[config.mk]
export PLATFORM = sky130hd
export DESIGN_NAME = vm1_qslave_flat
export DESIGN_NICKNAME = d
export VERILOG_FILES = /design/src/rtl/vm1_qslave_if.sv /design/src/rtl/vm1_qslave.sv /design/src/flat_wrapper.sv
export SDC_FILE = /design/constraint.sdc
export NUM_CORES = 1
export LEC_CHECK = 0
export ABC_AREA = 1
export CELL_PAD_IN_SITES_DETAIL_PLACEMENT = 2
export CELL_PAD_IN_SITES_GLOBAL_PLACEMENT = 2
export CORE_MARGIN = 4
export CORE_UTILIZATION = 31
export DETAILED_ROUTE_END_ITERATION = 6
export PLACE_DENSITY = 0.87
export SLEW_MARGIN = 0
export SYNTH_ARGS = -nofsm -noshare
export SYNTH_HDL_FRONTEND = slang
export SYNTH_SLANG_ARGS = --single-unit
[constraint.sdc]
create_clock -name pin_clk -period 4.9 [get_ports pin_clk]
set_clock_uncertainty 0.2 [all_clocks]
set_input_delay 0.98 -clock pin_clk [delete_from_list [all_inputs] [get_ports pin_clk]]
set_output_delay 0.98 -clock pin_clk [all_outputs]
set_load 0.01 [all_outputs]
[src/rtl/vm1_qslave_if.sv]
// Qbus pin bundle between a bus master and the vm1_qslave register/interrupt slave.
// Active-high core-side signals with separate in/out/ena wiring, as on the vm1 core.
interface vm1_qslave_if;
    logic        pin_init;
    logic [15:0] pin_ad_in;
    logic [15:0] pin_ad_out;
    logic        pin_ad_ena;
    logic        pin_sync_in;
    logic        pin_din_in;
    logic        pin_dout_in;
    logic        pin_wtbt_in;
    logic        pin_rply_out;
    logic        pin_virq_out;
    logic        pin_iako_in;
    logic        pin_iako_out;

    modport master (
        output pin_init, pin_ad_in, pin_sync_in, pin_din_in,
        output pin_dout_in, pin_wtbt_in, pin_iako_in,
        input  pin_ad_out, pin_ad_ena, pin_rply_out,
        input  pin_virq_out, pin_iako_out
    );

    modport slave (
        input  pin_init, pin_ad_in, pin_sync_in, pin_din_in,
        input  pin_dout_in, pin_wtbt_in, pin_iako_in,
        output pin_ad_out, pin_ad_ena, pin_rply_out,
        output pin_virq_out, pin_iako_out
    );
endinterface

[src/rtl/vm1_qslave.sv]
// vm1 Qbus slave: NREG word registers with word/byte access and delayed RPLY,
// plus a vectored interrupt requester with IAKO daisy-chain pass-through.
module vm1_qslave #(
    parameter logic [15:0] BASE     = 16'o177700,
    parameter int          NREG     = 4,
    parameter logic [15:0] VECTOR   = 16'o000100,
    parameter int          RPLY_DLY = 1
) (
    input  logic               pin_clk,
    input  logic               pin_dclo,
    vm1_qslave_if.slave        bus,
    input  logic               irq_req,
    output logic [16*NREG-1:0] reg_q,
    output logic [NREG-1:0]    reg_wstb
);
    localparam int          K   = $clog2(NREG) + 1;
    localparam int          IW  = (NREG > 1) ? $clog2(NREG) : 1;
    localparam logic [2:0]  DLY = 3'(RPLY_DLY);

    typedef enum logic [2:0] {IDLE, SEL, WAIT, REPLY, HOLD} bus_st_t;
    typedef enum logic [1:0] {IRQ_IDLE, PEND, ACK, PASS} irq_st_t;

    bus_st_t     bstate, bnext;
    irq_st_t     istate, inext;

    logic        s_sync, s_sync_d, s_din, s_dout, s_wtbt;
    logic        s_iako, s_iako_d, s_irq, s_irq_d;
    logic [15:0] s_ad;

    logic [15:0] adr;
    logic [15:0] rdata;
    logic [15:0] regs [NREG];
    logic [2:0]  cnt, icnt;
    logic        op_rd;
    logic        pending;
    logic        irply;

    logic        sync_rise, iako_rise, irq_rise;
    logic        sel_in, strobe, claim;
    logic        brply, bena;
    logic [IW-1:0] idx;

    assign sync_rise = s_sync & ~s_sync_d;
    assign iako_rise = s_iako & ~s_iako_d;
    assign irq_rise  = s_irq & ~s_irq_d;
    assign sel_in    = (s_ad >> K) == (BASE >> K);
    assign idx       = IW'((adr >> 1) & 16'(NREG - 1));
    assign strobe    = op_rd ? s_din : s_dout;
    assign claim     = pending & s_din & ~s_sync;

    // Register every bus input once; edge detectors use the delayed copies.
    always_ff @(posedge pin_clk or posedge pin_dclo) begin
        if (pin_dclo) begin
            s_sync   <= 1'b0;
            s_sync_d <= 1'b0;
            s_din    <= 1'b0;
            s_dout   <= 1'b0;
            s_wtbt   <= 1'b0;
            s_iako   <= 1'b0;
            s_iako_d <= 1'b0;
            s_irq    <= 1'b0;
            s_irq_d  <= 1'b0;
            s_ad     <= 16'h0;
        end else begin
            s_sync   <= bus.pin_sync_in;
            s_sync_d <= s_sync;
            s_din    <= bus.pin_din_in;
            s_dout   <= bus.pin_dout_in;
            s_wtbt   <= bus.pin_wtbt_in;
            s_iako   <= bus.pin_iako_in;
            s_iako_d <= s_iako;
            s_irq    <= irq_req;
            s_irq_d  <= s_irq;
            s_ad     <= bus.pin_ad_in;
        end
    end

    // State registers for the bus and interrupt FSMs.
    always_ff @(posedge pin_clk or posedge pin_dclo) begin
        if (pin_dclo) begin
            bstate <= IDLE;
            istate <= IRQ_IDLE;
        end else begin
            bstate <= bnext;
            istate <= inext;
        end
    end

    // Bus FSM next state; losing SYNC aborts from any state.
    always_comb begin
        bnext = bstate;
        if (bus.pin_init) begin
            bnext = IDLE;
        end else if (bstate == IDLE) begin
            if (sync_rise && sel_in)
                bnext = SEL;
        end else if (!s_sync) begin
            bnext = IDLE;
        end else begin
            unique case (bstate)
                SEL:     if (s_din || s_dout) bnext = WAIT;
                WAIT:    if (cnt == 3'd0) bnext = REPLY;
                REPLY:   bnext = HOLD;
                HOLD:    if (!strobe) bnext = SEL;
                default: bnext = IDLE;
            endcase
        end
    end

    // Interrupt FSM next state; the claim/pass decision is made on the IAKO edge.
    always_comb begin
        inext = istate;
        if (bus.pin_init) begin
            inext = IRQ_IDLE;
        end else begin
            unique case (istate)
                IRQ_IDLE, PEND: begin
                    if (iako_rise)
                        inext = claim ? ACK : PASS;
                    else if (pending)
                        inext = PEND;
                end
                ACK:     if (!s_din) inext = IRQ_IDLE;
                PASS:    if (!s_iako) inext = pending ? PEND : IRQ_IDLE;
                default: inext = IRQ_IDLE;
            endcase
        end
    end

    // Address latch, reply delay and register access on entry to REPLY.
    always_ff @(posedge pin_clk or posedge pin_dclo) begin
        if (pin_dclo) begin
            adr      <= 16'h0;
            rdata    <= 16'h0;
            cnt      <= 3'd0;
            op_rd    <= 1'b0;
            reg_wstb <= '0;
            for (int i = 0; i < NREG; i++) regs[i] <= 16'h0;
        end else if (bus.pin_init) begin
            adr      <= 16'h0;
            rdata    <= 16'h0;
            cnt      <= 3'd0;
            op_rd    <= 1'b0;
            reg_wstb <= '0;
            for (int i = 0; i < NREG; i++) regs[i] <= 16'h0;
        end else begin
            reg_wstb <= '0;
            if (bstate == IDLE && sync_rise)
                adr <= s_ad;
            if (bstate == SEL && bnext == WAIT) begin
                cnt   <= DLY;
                op_rd <= s_din;
            end else if (bstate == WAIT && cnt != 3'd0) begin
                cnt <= cnt - 3'd1;
            end
            if (bstate == WAIT && bnext == REPLY) begin
                if (op_rd) begin
                    rdata <= regs[idx];
                end else begin
                    reg_wstb[idx] <= 1'b1;
                    if (!s_wtbt)
                        regs[idx] <= s_ad;
                    else if (adr[0])
                        regs[idx][15:8] <= s_ad[15:8];
                    else
                        regs[idx][7:0] <= s_ad[7:0];
                end
            end
        end
    end

    // Pending flag (a new request beats the acknowledge clear) and ACK reply.
    always_ff @(posedge pin_clk or posedge pin_dclo) begin
        if (pin_dclo) begin
            pending <= 1'b0;
            icnt    <= 3'd0;
            irply   <= 1'b0;
        end else if (bus.pin_init) begin
            pending <= 1'b0;
            icnt    <= 3'd0;
            irply   <= 1'b0;
        end else begin
            if (irq_rise)
                pending <= 1'b1;
            else if (istate == ACK && !s_din)
                pending <= 1'b0;
            if (istate != ACK && inext == ACK)
                icnt <= DLY;
            else if (istate == ACK && icnt != 3'd0)
                icnt <= icnt - 3'd1;
            irply <= (istate == ACK) && (inext == ACK) && (icnt == 3'd0);
        end
    end

    // Flatten the register file onto reg_q.
    always_comb begin
        reg_q = '0;
        for (int i = 0; i < NREG; i++)
            reg_q[16*i +: 16] = regs[i];
    end

    assign brply = (bstate == REPLY) || (bstate == HOLD);
    assign bena  = brply & op_rd;

    assign bus.pin_rply_out = brply | irply;
    assign bus.pin_ad_ena   = bena | irply;
    assign bus.pin_ad_out   = bena  ? rdata  :
                              irply ? VECTOR : 16'h0;
    assign bus.pin_virq_out = pending;
    assign bus.pin_iako_out = s_iako &
        ((istate == PASS) ||
         ((istate == IRQ_IDLE || istate == PEND) && iako_rise && !claim));
endmodule

[src/flat_wrapper.sv]
// flat-port wrapper written by rule: the top's interface ports become plain ports
module vm1_qslave_flat 
#(
    parameter logic [15:0] BASE     = 16'o177700,
    parameter int          NREG     = 4,
    parameter logic [15:0] VECTOR   = 16'o000100,
    parameter int          RPLY_DLY = 1
)
  (pin_clk, pin_dclo, irq_req, reg_q, reg_wstb, bus_pin_init, bus_pin_ad_in, bus_pin_sync_in, bus_pin_din_in, bus_pin_dout_in, bus_pin_wtbt_in, bus_pin_iako_in, bus_pin_ad_out, bus_pin_ad_ena, bus_pin_rply_out, bus_pin_virq_out, bus_pin_iako_out);
  vm1_qslave_if bus_i ();
  input  logic pin_clk;
  input  logic pin_dclo;
  input  logic irq_req;
  output logic [16*NREG-1:0] reg_q;
  output logic [NREG-1:0] reg_wstb;
  input wire logic [$bits(bus_i.pin_init)-1:0] bus_pin_init;
  input wire logic [$bits(bus_i.pin_ad_in)-1:0] bus_pin_ad_in;
  input wire logic [$bits(bus_i.pin_sync_in)-1:0] bus_pin_sync_in;
  input wire logic [$bits(bus_i.pin_din_in)-1:0] bus_pin_din_in;
  input wire logic [$bits(bus_i.pin_dout_in)-1:0] bus_pin_dout_in;
  input wire logic [$bits(bus_i.pin_wtbt_in)-1:0] bus_pin_wtbt_in;
  input wire logic [$bits(bus_i.pin_iako_in)-1:0] bus_pin_iako_in;
  output wire logic [$bits(bus_i.pin_ad_out)-1:0] bus_pin_ad_out;
  output wire logic [$bits(bus_i.pin_ad_ena)-1:0] bus_pin_ad_ena;
  output wire logic [$bits(bus_i.pin_rply_out)-1:0] bus_pin_rply_out;
  output wire logic [$bits(bus_i.pin_virq_out)-1:0] bus_pin_virq_out;
  output wire logic [$bits(bus_i.pin_iako_out)-1:0] bus_pin_iako_out;
  assign bus_i.pin_init = bus_pin_init;
  assign bus_i.pin_ad_in = bus_pin_ad_in;
  assign bus_i.pin_sync_in = bus_pin_sync_in;
  assign bus_i.pin_din_in = bus_pin_din_in;
  assign bus_i.pin_dout_in = bus_pin_dout_in;
  assign bus_i.pin_wtbt_in = bus_pin_wtbt_in;
  assign bus_i.pin_iako_in = bus_pin_iako_in;
  assign bus_pin_ad_out = bus_i.pin_ad_out;
  assign bus_pin_ad_ena = bus_i.pin_ad_ena;
  assign bus_pin_rply_out = bus_i.pin_rply_out;
  assign bus_pin_virq_out = bus_i.pin_virq_out;
  assign bus_pin_iako_out = bus_i.pin_iako_out;
  vm1_qslave #(.BASE(BASE), .NREG(NREG), .VECTOR(VECTOR), .RPLY_DLY(RPLY_DLY)) u_core (.pin_clk(pin_clk), .pin_dclo(pin_dclo), .bus(bus_i), .irq_req(irq_req), .reg_q(reg_q), .reg_wstb(reg_wstb));
endmodule
Word level (Yosys, flattened, before mapping):

Index checks and enable logic that the tools add are counted.

* register bits: 126
* latch bits: 0
* bits in writable memories: 0
* bits in read-only memories: 0
* input bits: 25
* memories: 0

* add/subtract/negate cells: 2
* multiply operators: 0
* divide/modulo/power cells: 0
* order comparisons: 4
* eq/ne operators: 13
* shift operators: 0
* mux-type cells: 58
* bitwise gates (word level): 14
* reductions and logical operators: 36

Operator list (number)
* $mux W64: 5
* $bwmux W64: 3
* $mux W16: 8
* $demux W16 S2: 3
* $mux W3: 15
* $bmux W16 S2: 1
* $reduce_bool A3 Y1: 5
* $logic_and A1 B1 Y1: 14
* $eq A13 B13 Y1 const B: 1
* $eq A3 B2 Y1 const B: 4
* $mux W4: 3
* $pmux W3 S4: 1
* $mux W1: 10
* $mux W2: 5
* $logic_not A3 Y1: 3
* $mux W8: 1
* $reduce_bool A2 Y1: 4
* $and A1 B1 Y1: 7
* $mux W7: 1
* $eq A2 B2 Y1 const B: 3
* $pmux W2 S3: 1
* $sub A3 B1 Y3 const B: 2
* $logic_or A1 B1 Y1: 4
* $ne A2 B2 Y1 const B: 2
* other kinds (15): 21

Longest topological paths before layout:

* word-level depth: 11
* gate-level depth with buffers: 12

Worst setup path before layout:

Ideal clock, no wire load.

* kind: reg-to-output
* start: register u_core.bstate[0]
* end: output port bus_pin_ad_out[10]
* arrival: 1.331 ns
* slack: 2.389 ns
* cell stages (with the launch flop): 8
* cells stage by stage: dfrtp_1 inv_2 nor2_1 nand2_1 inv_1 o21ai_1 clkbuf_1 nor2_1

* longest elaborated chain between the ends: 4
* elaborated cells on any way between the ends: 5
* classes of those cells: eq/ne: 2; mux: 1; bitwise: 1; reduce/logical: 1

Ends and longest elaborated chain
* start: declaration: line vm1_qslave.sv:23 `bus_st_t bstate, bnext;`
* start signal: assignment: line vm1_qslave.sv:84 `bstate <= bnext;`
* $eq A3 B2 Y1 / $eq A3 B3 Y1 (equally long branches): line vm1_qslave.sv:202 `assign brply = (bstate == REPLY) || (bstate == HOLD);`
* $logic_or A1 B1 Y1 *: line vm1_qslave.sv:202
* $and A1 B1 Y1 *: line vm1_qslave.sv:203 `assign bena = brply & op_rd;`
* $mux W16 *: line vm1_qslave.sv:207 `assign bus.pin_ad_out = bena ? rdata :`
* end: declaration: line flat_wrapper.sv:23 `output wire logic [$bits(bus_i.pin_ad_out)-1:0] bus_pin_ad_out;`

Mark *: on every way between the ends. The rest lies on a longest branch, timed or not.

Worst setup path in the final report:

* start: register u_core.bstate[2]
* end: output port bus_pin_ad_out[6]

The elaborated chain is that of the path after synthesis.

==> impl_metrics.csv <==
group,metric,value,unit
clock_tree,htree_num_levels,4,
synthesis,synth_fp_nets,903,
global_route,grtUsageTotal,24.8,%
clock_tree,clk_pin_slew,60,ps
placement,gp_congestion,0.814,
global_route,grt_remaining_overflow,0,
detailed_routing,wire_per_inst,23.8,um
synthesis,syn_inst,874,
worst_setup_path,ff2ff_path_depth,11,
synthesis,yosys.area_share.adder,0.736,%
detailed_routing,viasPerCell,5.73,
clock_tree,clock-sinks,126,
synthesis,ys_types,33,
sta,tightestPinTransition,1230,ps
sta,hold_slack,169,ps
clock_tree,cts_resized,0,
worst_setup_path,critPathTopFamily,"buffers and inverters",
floorplanning,io_pins,113,
clock_tree,cts_root_buf,"clkbuf_16",
clock_tree,numCtsBuffers,17,
worst_setup_path,crit_path_end_kind,"output pin",
final_layout,syn_to_final_growth,28.2,%
power,combPwrFrac,14.6,%
synthesis,synth_simple_gate_area_share,27.2,%
floorplanning,die_h,156,um
clock_tree,hold_buffers,0,
worst_setup_path,regToRegSetupSlack,2210,ps
clock_tree,post_cts.repair.setup_buffers,0,
floorplanning,die-area,0.0244,mm2
floorplanning,die_x,156,um
worst_setup_path,crit_type,"reg2out",
detailed_routing,wirelength,29500,um
global_route,grt_pass1_wl,46700,um
placement,place_hpwl,18100,um
floorplanning,start_util,32.0,%
worst_hold_path,hp-class,"reg2reg",
worst_setup_path,crit_path_end,"bus_pin_ad_out[6]",
synthesis,postSynthAreaPerCell,7.78,um2
status,outcome,"completed",
worst_setup_path,r2r-end,"u_core.reg_q[0]",
worst_setup_path,crit_path_cell_trace,"nor2_1, nand2_1, inv_1, o21ai_1, buf_4, nand2_1, o21a_1, clkdlybuf4s50_1",
power,clkPwrFrac,47.3,%
placement,portBuffers,112,
sta,setup_tns,0,ps
power,power.internal,0.00217,W
synthesis,synth_area,0.00680,mm2
worst_setup_path,critPathMaxStageDelay,530,ps
sta,finalSetupViolations,0,
worst_setup_path,critPathMostFrequentCell,"nand2_1",
synthesis,yosys_warnings,0,
sta,finalHoldViolations,0,
global_route,grt_pass1_vias,7713,
final_layout,diodes,0,
clock_tree,cts_buffer_depth,2,
detailed_routing,drt-initial-drc-count,456,
power,swShare,29.2,%
synthesis,synth-seq-cells,126,
detailed_routing,num_vias,7103,
worst_setup_path,cp_max_fo,17,
synthesis,ys_seq_area_share,46.4,%
clock_tree,clkLatencyLatePin,440,ps
worst_setup_path,critPathLaunch,"u_core.bstate[2]",
worst_hold_path,hold_depth,0,
power,p_per_area,352,mW/mm2
detailed_routing,first_pass_iters,5,
sta,post-route-min-period,3420,ps
worst_setup_path,path_depth,8,
global_route,grt_max_degree,66,
final_layout,nets,980,
sta,slew_violations,0,
sta,min_period_over_period,69.9,%
synthesis,yosys.area_share.xor_xnor,0.386,%
sta,rsz0062_at_grt,"false",
detailed_routing,drc,0,
clock_tree,cts_tree,"built",
worst_setup_path,critPathLaunchType,"flip-flop",
synthesis,synth_mux_area_share,0,%
power,seq_power_share,38.1,%
worst_setup_path,timing.rr.start,"u_core.cnt[0]",
final_layout,drive_gt1_share,7.47,%
floorplanning,num_rows,53,
worst_setup_path,cp.buffers_inverters,3,
power,vdd_ir_drop_max,244,uV
worst_setup_path,worstPathRequired,3720,ps
synthesis,synth_compound_area_share,16.8,%
sta,relSlewSlack,18.2,%
worst_setup_path,slowest_stage,"clkdlybuf4s50_1",
synthesis,synth_top_family_by_area,"simple AND/OR/NAND/NOR gates",
power,p_sw,0.000895,W
detailed_routing,postRouteAntennaNets,0,
sta,fmax,292,MHz
global_route,antenna_found_initial,0,
floorplanning,core_area,0.0213,mm2
run,cap_violations,0,
worst_setup_path,cp_data_arrival_time,2240,ps
power,p_leak,3.89,nW
[sequential cells by signal (all words and copies together), names as in the netlist, 2 cells and up]
register and flops:
u_core.icnt 3, u_core.reg_q 64, u_core.bstate 3, u_core.s_ad 16, u_core.reg_wstb 4, u_core.cnt 3
u_core.rdata 16, u_core.istate 2, u_core.adr 3
[power groups by stage]
stage	Combinational [W]	Clock (W)	Sequential (W)
after detailed placement	0.000429	0	0.00118
after floorplan	0.000227	0	0.00117
final	0.000447	0.00145	0.00117
after CTS	0.000448	0.00147	0.00117
after global routing	0.000489	0.00152	0.00118
after global placement	0.000412	0	0.00118
[cell usage in the layout, fill, tap and decap left out, types with 18 or more instances in the layout]
| cell type | n |
|---|---|
| clkdlybuf4s50_1 | 111 |
| nand2_1 | 301 |
| o21ai_0 | 68 |
| a211oi_1 | 65 |
| inv_1 | 54 |
| a22oi_1 | 24 |
| buf_4 | 18 |
| nor2_1 | 32 |
| dfrtp_1 | 125 |
| nand4_1 | 69 |
[metal layers]
layer / share of wire, % / vias to the layer above / track usage (%)
met3: 6.7 / 53 / 5.55
met5: 0 / - / 0
met2: 47 / 287 / 39.8
met1: 43 / 3640 / 33.0
li1: - / 3123 / -
met4: 3.1 / 0 / 8.84
[stage by stage]
step | util [%] | std cells | instance area (um2) | setup WS (ps) | total power [W]
4_1_cts | 41.0 | 1239 | 8720 | 1440 | 0.00308
3_5_place_dp | 37.9 | 1207 | 8060 | 1730 | 0.00161
5_1_grt | 41.0 | 1239 | 8720 | 1260 | 0.00318
6_report | 41.0 | 1239 | 8720 | 1480 | 0.00307
2_1_floorplan | - | 874 | 6800 | 364 | 0.00140
3_3_place_gp | 37.9 | 1207 | 8060 | 1940 | 0.00159
[how the worst min path moves through the flow]
stage                        from              end  slack, ps
CTS                 u_core.s_sync  u_core.s_sync_d        170
floorplan           u_core.s_sync  u_core.s_sync_d        150
global route        u_core.s_sync  u_core.s_sync_d        180
finish              u_core.s_sync  u_core.s_sync_d        170
detailed placement  u_core.s_sync  u_core.s_sync_d        170
global placement    u_core.s_sync  u_core.s_sync_d        170
[kinds of logic after synthesis]
logic type | count (synthesis)
XOR/XNOR | 3
AO/OA/AOI/OAI | 178
adder cells (fa/ha/maj) | 4
buffers and inverters | 135
flip-flops | 126
AND/OR/NAND/NOR | 428
[cell usage after synthesis]
cell type / n / area share (%)
a211o_1: 1 / 0.13
a211oi_1: 65 / 7.2
a21oi_1: 9 / 0.66
a21oi_4: 1 / 0.24
a22oi_1: 24 / 2.6
a31oi_1: 1 / 0.092
and2_1: 1 / 0.092
buf_1: 3 / 0.17
buf_2: 16 / 1.2
buf_4: 1 / 0.11
buf_6: 7 / 1.2
clkbuf_1: 45 / 2.5
dfrtp_1: 126 / 46
ha_1: 4 / 0.74
inv_1: 55 / 3.0
inv_2: 8 / 0.44
nand2_1: 302 / 17
nand2_4: 1 / 0.17
nand3_1: 8 / 0.59
nand3_2: 2 / 0.29
nand3_4: 1 / 0.26
nand4_1: 69 / 6.3
nor2_1: 35 / 1.9
nor2_4: 1 / 0.17
nor3_1: 5 / 0.37
nor4_1: 3 / 0.28
o21a_1: 1 / 0.11
o21ai_0: 68 / 5.0
o21ai_1: 2 / 0.15
o21ai_2: 1 / 0.13
o22ai_1: 5 / 0.46
xnor2_1: 1 / 0.13
xor2_1: 2 / 0.26
[layout make-up]
class                      count  area (um2)
inverter                      63         239
sequential                   126        3150
clock inverter                14         216
multi-input combinational    613        3080
timing repair buffer         130        1250
clock buffer                  18         439
tap                          275         344
fill                        2367       12600
No activity file was read; power rests on OpenSTA's default activity.
